## src/rtl/alu_mc.sv

```systemverilog
`default_nettype none
// ============================================================================
// Module   : alu_mc
// Purpose  : Multi-cycle ALU with a valid/ready handshake on both sides.
//            Logic, shift, compare and add/sub complete in one cycle.
//            Unsigned multiply and divide run iteratively, one bit per cycle,
//            when the ALU_MULDIV_EN macro is defined. Without it, MULU/DIVU
//            report illegal_op and the iterative datapath is absent.
// Ports    : clk, reset (async, active-high)
//            in_valid/in_ready, op[3:0], operand_a, operand_b  - request side
//            out_valid/out_ready, result, result_hi            - response side
//            zero, negative, overflow, div_by_zero, illegal_op - status flags
// Macro    : ALU_MULDIV_EN - enables the MULU/DIVU iterative datapath
// Revision : 1.0 - initial release
// ============================================================================
module alu_mc #(
  parameter int WIDTH   = 32,
  parameter int SHAMT_W = 5,
  parameter int CNT_W   = 6
) (
  input  logic             clk,
  input  logic             reset,
  input  logic             in_valid,
  output logic             in_ready,
  input  logic [3:0]       op,
  input  logic [WIDTH-1:0] operand_a,
  input  logic [WIDTH-1:0] operand_b,
  output logic             out_valid,
  input  logic             out_ready,
  output logic [WIDTH-1:0] result,
  output logic [WIDTH-1:0] result_hi,
  output logic             zero,
  output logic             negative,
  output logic             overflow,
  output logic             div_by_zero,
  output logic             illegal_op
);

  localparam logic [3:0] OP_ADD  = 4'b0000;
  localparam logic [3:0] OP_SUB  = 4'b0001;
  localparam logic [3:0] OP_ADDU = 4'b0010;
  localparam logic [3:0] OP_SUBU = 4'b0011;
  localparam logic [3:0] OP_AND  = 4'b0100;
  localparam logic [3:0] OP_OR   = 4'b0101;
  localparam logic [3:0] OP_XOR  = 4'b0110;
  localparam logic [3:0] OP_NOR  = 4'b0111;
  localparam logic [3:0] OP_SLL  = 4'b1000;
  localparam logic [3:0] OP_SRL  = 4'b1001;
  localparam logic [3:0] OP_SRA  = 4'b1010;
  localparam logic [3:0] OP_SLT  = 4'b1011;
  localparam logic [3:0] OP_SLTU = 4'b1100;
  localparam logic [3:0] OP_MULU = 4'b1101;
  localparam logic [3:0] OP_DIVU = 4'b1110;
  localparam logic [3:0] OP_RSVD = 4'b1111;

  typedef enum logic [1:0] {
    IDLE = 2'd0,
`ifdef ALU_MULDIV_EN
    BUSY = 2'd1,
`endif
    DONE = 2'd2
  } state_t;

  state_t state;
  logic   accept;

  assign in_ready = (state == IDLE) || ((state == DONE) && out_ready);
  assign accept   = in_valid && in_ready;

  // --------------------------------------------------------------------------
  // Single-cycle datapath, evaluated directly from the request ports so the
  // result can be registered on the accepting edge.
  // --------------------------------------------------------------------------
  logic [SHAMT_W-1:0] shamt;
  logic [WIDTH-1:0]   add_b;
  logic [WIDTH-1:0]   sum;
  logic               a_msb, b_msb, s_msb;
  logic [WIDTH-1:0]   calc_res, calc_hi;
  logic               calc_ovf, calc_dbz, calc_ill, calc_iter;

  assign shamt = operand_b[SHAMT_W-1:0];
  // op[0] selects subtract for the ADD/SUB/ADDU/SUBU group: A + ~B + 1.
  assign add_b = op[0] ? ~operand_b : operand_b;
  assign sum   = operand_a + add_b + {{(WIDTH-1){1'b0}}, op[0]};
  assign a_msb = operand_a[WIDTH-1];
  assign b_msb = operand_b[WIDTH-1];
  assign s_msb = sum[WIDTH-1];

  always_comb begin
    calc_res  = '0;
    calc_hi   = '0;
    calc_ovf  = 1'b0;
    calc_dbz  = 1'b0;
    calc_ill  = 1'b0;
    calc_iter = 1'b0;
    case (op)
      OP_ADD: begin
        calc_res = sum;
        calc_ovf = (a_msb == b_msb) && (s_msb != a_msb);
      end
      OP_SUB: begin
        calc_res = sum;
        calc_ovf = (a_msb != b_msb) && (s_msb != a_msb);
      end
      OP_ADDU, OP_SUBU: calc_res = sum;
      OP_AND:  calc_res = operand_a & operand_b;
      OP_OR:   calc_res = operand_a | operand_b;
      OP_XOR:  calc_res = operand_a ^ operand_b;
      OP_NOR:  calc_res = ~(operand_a | operand_b);
      OP_SLL:  calc_res = operand_a << shamt;
      OP_SRL:  calc_res = operand_a >> shamt;
      OP_SRA:  calc_res = $signed(operand_a) >>> shamt;
      OP_SLT:  calc_res = {{(WIDTH-1){1'b0}}, ($signed(operand_a) < $signed(operand_b))};
      OP_SLTU: calc_res = {{(WIDTH-1){1'b0}}, (operand_a < operand_b)};
`ifdef ALU_MULDIV_EN
      OP_MULU: calc_iter = 1'b1;
      OP_DIVU: begin
        if (operand_b == '0) begin
          // Divide by zero finishes immediately with a fixed result.
          calc_res = '1;
          calc_hi  = operand_a;
          calc_dbz = 1'b1;
        end else begin
          calc_iter = 1'b1;
        end
      end
      OP_RSVD: calc_ill = 1'b1;
`else
      OP_MULU, OP_DIVU, OP_RSVD: calc_ill = 1'b1;
`endif
      default: calc_ill = 1'b1;
    endcase
  end

`ifdef ALU_MULDIV_EN
  // --------------------------------------------------------------------------
  // Iterative datapath. acc_hi/acc_lo form a 2*WIDTH shift register:
  //   MULU: acc_lo starts as the multiplier, acc_hi accumulates partial sums;
  //         each step adds the multiplicand when acc_lo[0] is set, then
  //         shifts {carry, acc_hi, acc_lo} right by one.
  //   DIVU: acc_lo starts as the dividend and fills with quotient bits,
  //         acc_hi holds the partial remainder (restoring division).
  // --------------------------------------------------------------------------
  logic [WIDTH-1:0] acc_hi, acc_lo, opnd;
  logic             is_div;
  logic [CNT_W-1:0] cnt;
  logic [WIDTH:0]   mul_sum, div_shift, div_diff;
  logic [WIDTH-1:0] step_hi, step_lo;

  always_comb begin
    mul_sum   = {1'b0, acc_hi} + (acc_lo[0] ? {1'b0, opnd} : {(WIDTH+1){1'b0}});
    div_shift = {acc_hi, acc_lo[WIDTH-1]};
    // A borrow out of the top bit means the divisor did not fit.
    div_diff  = div_shift - {1'b0, opnd};
    if (is_div) begin
      step_hi = div_diff[WIDTH] ? div_shift[WIDTH-1:0] : div_diff[WIDTH-1:0];
      step_lo = {acc_lo[WIDTH-2:0], ~div_diff[WIDTH]};
    end else begin
      step_hi = mul_sum[WIDTH:1];
      step_lo = {mul_sum[0], acc_lo[WIDTH-1:1]};
    end
  end
`endif

  // --------------------------------------------------------------------------
  // Control FSM with registered outputs.
  // --------------------------------------------------------------------------
  always_ff @(posedge clk or posedge reset) begin
    if (reset) begin
      state       <= IDLE;
      out_valid   <= 1'b0;
      result      <= '0;
      result_hi   <= '0;
      zero        <= 1'b0;
      negative    <= 1'b0;
      overflow    <= 1'b0;
      div_by_zero <= 1'b0;
      illegal_op  <= 1'b0;
`ifdef ALU_MULDIV_EN
      acc_hi      <= '0;
      acc_lo      <= '0;
      opnd        <= '0;
      is_div      <= 1'b0;
      cnt         <= '0;
`endif
    end else begin
      case (state)
        IDLE, DONE: begin
          if (accept) begin
`ifdef ALU_MULDIV_EN
            if (calc_iter) begin
              state     <= BUSY;
              out_valid <= 1'b0;
              is_div    <= (op == OP_DIVU);
              acc_hi    <= '0;
              acc_lo    <= (op == OP_DIVU) ? operand_a : operand_b;
              opnd      <= (op == OP_DIVU) ? operand_b : operand_a;
              cnt       <= CNT_W'(WIDTH);
            end else
`endif
            begin
              state       <= DONE;
              out_valid   <= 1'b1;
              result      <= calc_res;
              result_hi   <= calc_hi;
              zero        <= (calc_res == '0) && !calc_ill;
              negative    <= calc_res[WIDTH-1];
              overflow    <= calc_ovf;
              div_by_zero <= calc_dbz;
              illegal_op  <= calc_ill;
            end
          end else if ((state == DONE) && out_ready) begin
            state     <= IDLE;
            out_valid <= 1'b0;
          end
        end
`ifdef ALU_MULDIV_EN
        BUSY: begin
          acc_hi <= step_hi;
          acc_lo <= step_lo;
          cnt    <= cnt - CNT_W'(1);
          if (cnt == CNT_W'(1)) begin
            state       <= DONE;
            out_valid   <= 1'b1;
            result      <= step_lo;
            result_hi   <= step_hi;
            zero        <= (step_lo == '0);
            negative    <= step_lo[WIDTH-1];
            overflow    <= 1'b0;
            div_by_zero <= 1'b0;
            illegal_op  <= 1'b0;
          end
        end
`endif
        default: state <= IDLE;
      endcase
    end
  end

endmodule
`default_nettype wire

```

## config.mk

```make
export PLATFORM = sky130hd
export DESIGN_NAME = alu_mc
export DESIGN_NICKNAME = d
export VERILOG_FILES = /design/src/rtl/alu_mc.sv
export SDC_FILE = /design/constraint.sdc
export NUM_CORES = 1
export LEC_CHECK = 0
export CELL_PAD_IN_SITES_DETAIL_PLACEMENT = 0
export CELL_PAD_IN_SITES_GLOBAL_PLACEMENT = 2
export CORE_AREA = 3 3 238 146
export DETAILED_ROUTE_END_ITERATION = 7
export DIE_AREA = 0 0 241 149
export PLACE_DENSITY_LB_ADDON = 0.1
export SYNTH_ARGS = -nofsm -noshare
export SYNTH_HDL_FRONTEND = slang
export SYNTH_SLANG_ARGS = --single-unit
```

## constraint.sdc

```tcl
create_clock -name clk -period 2.9 [get_ports clk]
set_input_delay 0.58 -clock clk [delete_from_list [all_inputs] [get_ports clk]]
set_output_delay 0.58 -clock clk [all_outputs]
set_load 0.005 [all_outputs]
```

==> impl_results.md, run 1 <==
- Max VDD drop: 0.298 mV
- Final min period: 3.95 ns
- Worst path slowest cell: or4b_4
- Core Box Area: 0.0325 sq mm
- Crit path cell chain: buf_12, buf_16, buf_8, xor2_1, ha_1, buf_6, o21a_1, o21a_1, o311ai_4, nand2_2, xor2_4, a211o_1, or4b_4, nor4_4, nand4_1, nor3_1, a41o_1
- Vias in the first global route: 14100
- Clk slew on worst S/H paths: 0.06 ns
- GR Overflow Total: 0
- Syn avg cell area: 7.55 sq um
- Worst slack, placed: -1.94 ns
- Path category of the worst min-delay check: flop to flop
- Arr. time, crit path: 4.17 ns
- M3 GR Usage: 15.9%
- Mux share of post-synthesis cell area: 19.9%
- H-tree depth: 2
- Top cells by instance count after synthesis: nand2_1 (178), ha_1 (127), o21ai_0 (110)
- Final wirelength: 64400 um
- Cell Rows: 51
- Post-DR wirelength/cell: 25.1 um
- Fin. Hold Viols: 0
- Share of power burned in registers: 10.8%
- Clk_skew: 0.00395 ns
- Fin. max-slew vios: 0
- Final ANT Viol Nets: 0
- Area share of fa/ha/maj cells after synthesis: 14.5%
- Pwr per Cell Area: 309 mW/mm^2
- Root buf cell: clkbuf_16
- Count leader, synth: nand2_1
- Leak: 0.00906 uW
- Post-synthesis xor/xnor area fraction: 4.10%
- Die height: 149 um
- Worst Hold Launch: result[16]
- Routed via count: 14600
- FF-to-FF Start: out_valid
- Failing checks: negative setup slack
- Crit path buf inv count: 4
- Combinational share of power: 78.4%
- CP Capture Type: flop
- Relative slew slack: 39.6%
- GR Util met2: 49.1%
- Starting Density: 34.1%
- DIE WIDTH: 241 um
- Slowest stage delay, CP: 0.57 ns
- GR peak layer: met2
- First-pass GRT wire length: 91600 um
- NetSw: 2620 uW
- Met1 global-route usage: 48.2%
- Top post-synthesis cells by area: ha_1 (14%), mux4_2 (11%), dfrtp_1 (8.1%)
- Total track usage: 34.6%
- Clk Latency, worst-skew pair: 0.28 ns
- Die area: 0.0359 sq mm
- Port bufs: 109
- Synth top area share: 14.3%
- Layout cells sized above 1: 47.2%
- CP Max Fanout: 4
- CP delay by family, top: simple AND/OR/NAND/NOR gates
- # clock sinks: 36
- Compound-cell area share of the yosys netlist: 24.8%
- Synth Area in Simple Gates: 18.6%
- Clock power share: 10.7%
- Max cap viols: 0
- Peak Freq: 253 MHz
- Largest net degree at the start of global routing: 69
- Dominant synthesized flop cell: dfrtp_1
- R2R setup slack: 0.37 ns
- Top cell by count, worst path: o21a_1
- Largest family of logic cells by synthesized area: compound AO/OA/AOI/OAI gates
- Min-Delay Endpoint: result[16]
- Num CTS Buffers: 5
- Tcrit/Tclk final: 136%
- Internal cell power: 3410 uW
- Synthesized area: 0.0111 sq mm
- # DRC: 0
- Hold_buf cts: 0
- Setup WS post-layout: -1.05 ns
- EDFF count, synth: 0
- Async SR Flop Fraction: 100%
- Synth warn: 0
- Status: finished, violations left
- Switching part of the total power: 43.5%
- Synthesis-stage register bit count: 36
- Setup Viol. Count Final: 30
- Critical Path RT: 3.12 ns
- Vias per cell: 5.72
- RSZ-0062 raised after global routing: yes
- Iteration-0 DRC Markers: 1486
- Routability-driven placement congestion ratio: 1.04
- Antenna violations before repair: 3
- Worst reg2reg path depth: 9
- Final net count: 2335
- WHS Path Cells: 2
- 1st-pass router iterations: 7
- Dpl hpwl: 51500 um
- Post-synth cell types: 79
- Worst-margin pin slew: 0.898 ns
- Post-synth top area cell: ha_1
- CTS tree: built
- Area Growth Syn to Fin: 75.9%
- Seq/Total Area, Yosys: 8.12%
- Worst Setup Start Kind: input port
- Buffer depth of the longest clock path: 2
- Io pins: 143
- Mapped Cells: 1471
- Critical register-to-register path endpoint: zero
- Kind of critical path: input port to flop
- Fin Setup TNS: -13.46 ns
layout by cell type (no fill, tap or decap), types with 50 or more instances in the layout:
| cell | count |
|---|---|
| a21oi_1 | 76 |
| o21ai_0 | 77 |
| buf_6 | 75 |
| mux4_2 | 55 |
| nand2_1 | 169 |
| mux2i_1 | 50 |
| nor2_1 | 93 |
| inv_1 | 67 |
| ha_1 | 98 |
| buf_4 | 562 |
layer usage:
metal | wire (um) | share of wire (%)
met1 | 28300 | 44
met2 | 25800 | 40
met3 | 9010 | 14
met4 | 1190 | 1.8
met5 | 26 | 0.040
registers in the layout, indices dropped and copies added (netlist names):
name and flops:
overflow 1, result 32, out_valid 1, illegal_op 1, zero 1
cells by family after synthesis:
group                      after synthesis
AOI/OAI and AO/OA                      423
xor gates and xnor gates                52
adders and majority gates              128
buffers and inverters                  238
DFF                                     36
muxes                                  148
other                                    1
and+or+nand+nor                        445
stage by stage:
step / instances / hold slack (ns) / area [sq um] / util, % / power, uW
global route: 2560 / 0.497 / 19500 / 60.0 / 6320
global placement: 2463 / 0.449 / 16600 / 51.2 / 4330
detailed placement: 2463 / 0.464 / 16600 / 51.2 / 4350
CTS: 2536 / 0.476 / 18800 / 57.9 / 5610
finish: 2561 / 0.470 / 19500 / 60.0 / 6040
floorplan: 1503 / 0.463 / 11500 / - / 2310
worst max path at each step:
stage / startpoint / endpoint / slack, ns / cells past startpoint
floorplan: op[0] / zero / -1.46 / 20
global placement: operand_a[27] / zero / -1.95 / 15
detailed placement: operand_a[26] / zero / -1.94 / 15
CTS: operand_a[26] / zero / -1.03 / 13
global route: op[0] / zero / -1.14 / 18
finish: op[0] / zero / -1.05 / 17
tightest hold or removal path, stage by stage (launching register included):
cell and delay [ns]:
dfrtp_1 0.34, nand2_1 0.05, nand2_1 0.05
power groups by stage:
stage	Combinational, uW	Sequential, uW	Clock (uW)
after floorplan	1640	665	0
after global placement	3680	654	0
after detailed placement	3690	660	0
after CTS	4300	654	659
after global routing	4980	665	674
final	4740	652	648
final cells by class:
class | count | area [sq um]
repair buffers | 770 | 6620
well taps | 424 | 531
multi-input cells | 1229 | 10900
fillers | 2942 | 13000
inverters | 93 | 353
diodes | 1 | 2.50
clock inverters | 1 | 30.0
clock buffers | 7 | 153
flip-flops and latches | 36 | 901
repair_timing:
action / in CTS / in global routing
gates cloned: 2 / 1
hold endpoints to repair: 0 / 0
gates resized for setup: 357 / 125
pin swaps: 94 / 82
buffers inserted: 73 / 41
setup endpoints to repair: 33 / 34
Note: power is estimated with default switching activity, not from simulation.
==> inputs of run 2 (changes only) <==
CTS_CLUSTER_DIAMETER = 120   (was default)
==> results of run 2 <==
The final DEF is identical to that of run 1; final timing and power are the same.
